**src/rtl/reg_scan_pkg.sv**
```systemverilog
// Shared definitions for the register-file scan serializer:
// state encoding, default sizing constants and the index-width helper.
package reg_scan_pkg;

  typedef enum logic [1:0] {
    IDLE = 2'd0,
    SEND = 2'd1,
    FIN  = 2'd2
  } scan_state_e;

  localparam int NUM_REGS_DEF = 3;
  localparam int DATA_W_DEF   = 2;

  // Width needed to address n entries; never narrower than one bit.
  function automatic int idx_w(input int n);
    return (n < 2) ? 1 : $clog2(n);
  endfunction

endpackage

```
**src/rtl/reg_scan_serializer_snapshot.sv**
```systemverilog
// reg_snapshot: NUM_REGS x DATA_W capture buffer. All entries load together
// on load_i; one entry is read combinationally through an index mux.
module reg_snapshot
  import reg_scan_pkg::*;
#(
  parameter int NUM_REGS = NUM_REGS_DEF,
  parameter int DATA_W   = DATA_W_DEF,
  parameter int IDX_W    = idx_w(NUM_REGS_DEF)
) (
  input  logic                       clk,
  input  logic                       reset,
  input  logic                       load_i,
  input  logic [NUM_REGS*DATA_W-1:0] regs_i,
  input  logic [IDX_W-1:0]           rd_idx_i,
  output logic [DATA_W-1:0]          rd_data_o
);

  logic [DATA_W-1:0] snap_q [NUM_REGS];

  genvar gi;
  generate
    for (gi = 0; gi < NUM_REGS; gi++) begin : g_entry
      // Capture entry gi from the flattened bus on load; clear on reset.
      always_ff @(posedge clk) begin
        if (reset) begin
          snap_q[gi] <= '0;
        end else if (load_i) begin
          snap_q[gi] <= regs_i[gi*DATA_W +: DATA_W];
        end
      end
    end
  endgenerate

  // Index mux written as a compare chain so an unused index code reads 0.
  always_comb begin
    rd_data_o = '0;
    for (int i = 0; i < NUM_REGS; i++) begin
      if (rd_idx_i == IDX_W'(i)) begin
        rd_data_o = snap_q[i];
      end
    end
  end

endmodule

```
**src/rtl/reg_scan_serializer.sv**
```systemverilog
// reg_scan_serializer: snapshots the register file on start and streams the
// entries out over valid/ready, entry 0 first, then pulses done.
// Optional feature macro: REG_SCAN_SUM_EN adds sum_out, the unsigned sum of
// all entries transferred in the most recent scan.
module reg_scan_serializer
  import reg_scan_pkg::*;
#(
  parameter  int NUM_REGS = NUM_REGS_DEF,
  parameter  int DATA_W   = DATA_W_DEF,
  localparam int IDX_W    = idx_w(NUM_REGS)
) (
  input  logic                       clk,
  input  logic                       reset,
  input  logic                       start,
  input  logic [NUM_REGS*DATA_W-1:0] regs_in,
  output logic                       busy,
  output logic                       out_valid,
  input  logic                       out_ready,
  output logic [DATA_W-1:0]          out_data,
  output logic [IDX_W-1:0]           out_idx,
  output logic                       out_last,
  output logic                       done
`ifdef REG_SCAN_SUM_EN
  ,
  output logic [DATA_W+IDX_W-1:0]    sum_out
`endif
);

  scan_state_e       state_q, state_d;
  logic [IDX_W-1:0]  idx_q, idx_d;
  logic              load;
  logic              is_last;
  logic              xfer;
  logic [DATA_W-1:0] snap_data;

  reg_snapshot #(
    .NUM_REGS (NUM_REGS),
    .DATA_W   (DATA_W),
    .IDX_W    (IDX_W)
  ) u_snapshot (
    .clk       (clk),
    .reset     (reset),
    .load_i    (load),
    .regs_i    (regs_in),
    .rd_idx_i  (idx_q),
    .rd_data_o (snap_data)
  );

  assign is_last = (idx_q == IDX_W'(NUM_REGS - 1));
  assign xfer    = (state_q == SEND) && out_ready;

  // State and index registers.
  always_ff @(posedge clk) begin
    if (reset) begin
      state_q <= IDLE;
      idx_q   <= '0;
    end else begin
      state_q <= state_d;
      idx_q   <= idx_d;
    end
  end

  // Next-state logic: start only matters in IDLE, ready only in SEND.
  always_comb begin
    state_d = state_q;
    idx_d   = idx_q;
    load    = 1'b0;
    case (state_q)
      IDLE: begin
        if (start) begin
          load    = 1'b1;
          idx_d   = '0;
          state_d = SEND;
        end
      end
      SEND: begin
        if (out_ready) begin
          if (is_last) begin
            state_d = FIN;
          end else begin
            idx_d = idx_q + IDX_W'(1);
          end
        end
      end
      FIN:     state_d = IDLE;
      default: state_d = IDLE;
    endcase
  end

  // Outputs decode from state; payload is forced to 0 when not valid.
  always_comb begin
    busy      = (state_q != IDLE);
    out_valid = (state_q == SEND);
    out_data  = out_valid ? snap_data : '0;
    out_idx   = out_valid ? idx_q : '0;
    out_last  = out_valid && is_last;
    done      = (state_q == FIN);
  end

`ifdef REG_SCAN_SUM_EN
  localparam int SUM_W = DATA_W + IDX_W;
  logic [SUM_W-1:0] acc_q;

  // Accumulate each transferred entry; cleared when a scan starts, so the
  // total stays visible from done until the next start.
  always_ff @(posedge clk) begin
    if (reset) begin
      acc_q <= '0;
    end else if (load) begin
      acc_q <= '0;
    end else if (xfer) begin
      acc_q <= acc_q + SUM_W'(snap_data);
    end
  end

  assign sum_out = acc_q;
`else
  logic unused_xfer;
  assign unused_xfer = xfer;
`endif

endmodule

```
**config.mk**
```make
export PLATFORM = sky130hd
export DESIGN_NAME = reg_scan_serializer
export DESIGN_NICKNAME = d
export VERILOG_FILES = /design/src/rtl/reg_scan_pkg.sv /design/src/rtl/reg_scan_serializer_snapshot.sv /design/src/rtl/reg_scan_serializer.sv
export SDC_FILE = /design/constraint.sdc
export NUM_CORES = 1
export LEC_CHECK = 0
export CORE_AREA = 2 2 39 41
export CTS_CLUSTER_DIAMETER = 150
export DETAILED_ROUTE_END_ITERATION = 10
export DIE_AREA = 0 0 41 43
export PLACE_DENSITY = 0.69
export SYNTH_ARGS = -nofsm -noshare
export SYNTH_HDL_FRONTEND = slang
export SYNTH_SLANG_ARGS = --single-unit
```
**constraint.sdc**
```tcl
create_clock -name clk -period 1.7 [get_ports clk]
set_clock_uncertainty 0.2 [all_clocks]
set_input_delay 0.17 -clock clk [delete_from_list [all_inputs] [get_ports clk]]
set_output_delay 0.17 -clock clk [all_outputs]
set_load 0.01 [all_outputs]
```
After elaboration in Yosys (flattened, before gate mapping)
Memories as Yosys holds them, arrays and structs flattened.
Cells that the tools add are included.
Word-level totals
  bits in latches: 0
  memory bits (read-only): 0
  bits in registers: 4
  memories kept: 1
  bits in writable memories: 6
Operators by class
  shift operators: 0
  divide/modulo/power cells: 0
  magnitude comparators: 0
  equality and inequality tests: 8
  $mul: 0
  bitwise gates (word level): 3
  muxes and demuxes: 23
  reduce and logical (&&, ||, !) cells: 7
  $add $sub $neg: 1
Memory list
  u_snapshot.snap_q: words 3, bits a word 2, read ports 3, clocked after memory_dff 0, write ports 3, line reg_scan_serializer_snapshot.sv:18  | logic [DATA_W-1:0] snap_q [NUM_REGS];
Operators by type and width (number)
  $mux W2: 14
  $pmux W2 S2: 2
  $mux W1: 7
  $eq A2 B1 Y1 const B: 2
  $eq A2 B2 Y1 const B: 2
  $logic_not A2 Y1: 2
  $ne A2 B1 Y1 const B: 2
  $ne A2 B2 Y1 const B: 2
  $reduce_and A4 Y1: 1
  $reduce_bool A2 Y1: 2
  $or A1 B1 Y1: 3
  $reduce_and A3 Y1: 1
  $add A2 B1 Y2 const B: 1
  $logic_and A1 B1 Y1: 1

Longest topological paths before layout
  depth after elaboration: 6
  mapped depth: 5

Cells and area by module
A second synthesis with hierarchy kept.
Unflattened totals
  cell total of the unflattened synthesis: 48
  area, all modules: 531.8 µm²
Modules (own cells, without submodules)
  reg_snapshot: area each 276.5 µm², cells an instance 19, times used 1, sequential area each 180.2 µm²
  reg_scan_serializer: area each 255.2 µm², cells an instance 29, times used 1, sequential area each 80.1 µm²

Least setup slack after synthesis
Ideal clock, no wire load.
  kind: reg2reg
  start point: reg state_q[1]
  end point: mem u_snapshot.snap_q[0][0] (netlist name) (enable)
  setup time: 322 ps
  stages on the path, launching flop included: 3
  data required time: 1178 ps
  arrival time: 931 ps
  clock period less this slack: 1454 ps
  path slack: 246 ps
  cell sequence: dfxtp_1 > or3b_4 > nand2b_1
RTL lines
  start: declaration: line reg_scan_serializer.sv:29  | scan_state_e state_q, state_d;
  start signal: assignment: line reg_scan_serializer.sv:58  | state_q <= state_d;
  end: declaration: line reg_scan_serializer_snapshot.sv:18

Worst setup path after layout
  start point: reg state_q[1]
  end point: out busy
Between the ends
  cells in the longest elaborated chain, start to end: 1
Ends and longest elaborated chain
  $reduce_bool A2 Y1: line reg_scan_serializer.sv:92  | busy = (state_q != IDLE);
  end: declaration: line reg_scan_serializer.sv:16  | output logic busy,
Every way passes these cells.

==> qor.yml <==
place:
  post-place-ws_ps: -125
  port_buffers: 17
  place_hpwl_um: 771
  placed_area_um2: 788
  gp_congestion: 0.673
  placed_cells_incl_taps: 93
global_routing:
  grt_pass1_wl_um: 1550
  antenna_found_initial: 0
  first_global_vias: 363
  grt_max_degree: 9
  overflow: 0
  grt_use_total: 0.137
clock_tree:
  cts-root-buf: "clkbuf_4"
  cts_buffers: 3
  clock_sinks: 10
  cts_buffer_depth: 2
  path_clk_slew_ps: 70
  clock_latency_ps: 260
  cts_tree: "yes"
  cts_setup_buffers: 0
  htreeDepth: 1
  ctsHoldBuffers: 0
setup_path:
  cp.arrival_ps: 1270
  worst_path_max_delay_cell: "dfxtp_1"
  crit_family: "buffers and inverters"
  start_kind: "register"
  critPathKind: "reg -> out"
  crit_buf_inv: 2
  end_kind: "output port"
  r2r-start: "state_q[1]$_SDFFE_PP0P_"
  required_ps: 1330
  path_cells: "buf_4 > or2_2 > dlygate4sd2_1"
  cpPeakStageDelay_ps: 320
  crit_cells: 3
  cp_max_fo: 4
  cp-startpoint: "state_q[1]$_SDFFE_PP0P_"
  worst-r2r-cell-count: 5
synthesis:
  synthAdderAreaFrac: 0.0711
  synthCells: 51
  yosys.area.top_type: "edfxtp_1"
  synth.area.mux_share: 0
  synthXorXnorAreaFrac: 0
  async_flop_share: 0
  postSynthAreaPerCell_um2: 10.4
  ys_warn_count: 0
  synth_simple_gate_area_frac: 0.320
  synth_top_family_by_area: "simple AND/OR/NAND/NOR gates"
  synthesis.area_um2: 528
  synth.area.top_cells: "edfxtp_1 34%, dfxtp_1 15%, and2_1 11%"
  synth-seq-cells: 10
  ys_seq_area_frac: 0.493
  synth_cell_type_count: 19
  yosys_most_used_dff: "edfxtp_1"
  syn-num-nets: 64
  synth_top_area_frac: 0.341
  synth_edf_count: 6
  synth_compound_area_frac: 0.0853
floorplanning:
  fp.dieArea_um2: 1760
  dieWidth_um: 41
  die_h_um: 43
  pin_count: 18
  fp-row-count: 14
  start_util: 0.382
  core_um2: 1380
finish:
  fin_nets: 95
  final_cell_mix: "9 x and2_1, 9 x clkdlybuf4s50_1, 9 x buf_4, 6 x edfxtp_1, 5 x a21oi_1"
  final_cells: 97
  diodes: 0
  drive_gt1_frac: 0.370
  finalInstanceArea_um2: 852
  syn_to_final_growth_pct: 61.4
timing:
  report.final.slew_viol_count: 0
  setup_viol: 0
  fmax_mhz: 610
  slew_headroom: 0.821
  finalCritPeriodShare: 0.964
  rsz0062_at_grt: "yes"
  fin_ws_ps: 61.6
  final.min_clock_period_ps: 1640
  hold_viol: 0
  worstMarginPinSlew_ps: 269
status:
  status: "complete, no violations"
detailed_routing:
  firstDrtPassIters: 4
  num_vias: 446
  first_iter_violations: 2
  wl_per_cell_um: 9.98
  viasPerCell: 4.60
  ant_nets: 0
  drt_wl_total_um: 968
  drcViolationCount: 0
power:
  leakage_uw: 0.000350
  ir_drop_mv: 0.476
  p_per_area_nw_per_um2: 638
min_path:
  min_path_type: "reg -> reg"
  min_from: "idx_q[1]$_SDFFE_PP0P_"
  hold_depth: 2
job:
  cap_violations: 0
==> kinds of logic after synthesis <==
logic type | count (synthesis)
AND/OR/NAND/NOR | 25
AO/OA/AOI/OAI | 9
buffers and inverters | 4
flip-flops | 10
adder cells (fa/ha/maj) | 3
==> cell usage after synthesis, types with 2 or more instances <==
cell type / count
nand3b_1: 2
ha_1: 3
and2_1: 9
nand2b_1: 2
nand3_1: 2
a21oi_1: 7
dfxtp_1: 4
o21ai_1: 2
nand2_1: 2
inv_1: 3
edfxtp_1: 6
nor2b_1: 2
==> path summary, 6_finish.rpt <==
| check | endpoint | slack (ps) |
|---|---|---|
| setup / recovery | busy | 60 |
| hold / removal | idx_q[1]$_SDFFE_PP0P_ | 320 |
| setup reg to reg | u_snapshot.snap_q[2][1]$_SDFFCE_PN0P_ | 110 |
| hold reg to reg | idx_q[1]$_SDFFE_PP0P_ | 320 |
==> final cells by class <==
class                      instances  area (µm²)
clock buffer                       3        22.5
sequential                        10         268
inverter                           3        16.3
timing repair buffer              27         225
multi-input combinational         37         297
tap                               16        20.0
clock inverter                     1        3.75
fill                             117         532
==> through the flow <==
step | hold WS, ps | setup TNS (ps) | utilization | power (µW)
6_report | 324 | 0 | 0.616 | 544
3_3_place_gp | 288 | -854 | 0.570 | 385
5_1_grt | 354 | -34.6 | 0.616 | 575
2_1_floorplan | 39.1 | 0 | - | 326
4_1_cts | 286 | 0 | 0.580 | 544
3_5_place_dp | 293 | -947 | 0.570 | 386
==> metal layers <==
metal  track usage  up-vias  wire (µm)
met5             0        -          0
met4        0.0800        0         19
met3        0.0471        2         32
met2         0.206       11        514
met1         0.159      197        401
li1              -      236          -
==> sequential cells by signal, indices dropped and copies added (netlist names) <==
name               flops
state_q                2
u_snapshot.snap_q      6
idx_q                  2
==> report_power, final <==
group	leakage, µW	switching (µW)	internal, µW	total, µW
combinational	0.000235	41.8	60.3	102
clock	0.0000154	78.5	84.5	163
sequential	0.0000991	7.34	271	279
==> worst register-to-register path, cell delays in order, from the launching register on <==
cell     delay (ps)
dfxtp_1         320
buf_4           140
or3b_4          390
buf_4           170
nor2_4          120
and2_1          140
==> timing repair <==
item,in CTS,in global routing
resized for setup,21,17
pin swaps,0,1
endpoints found under the setup margin,8,5
(Power assumes the default switching activity.)
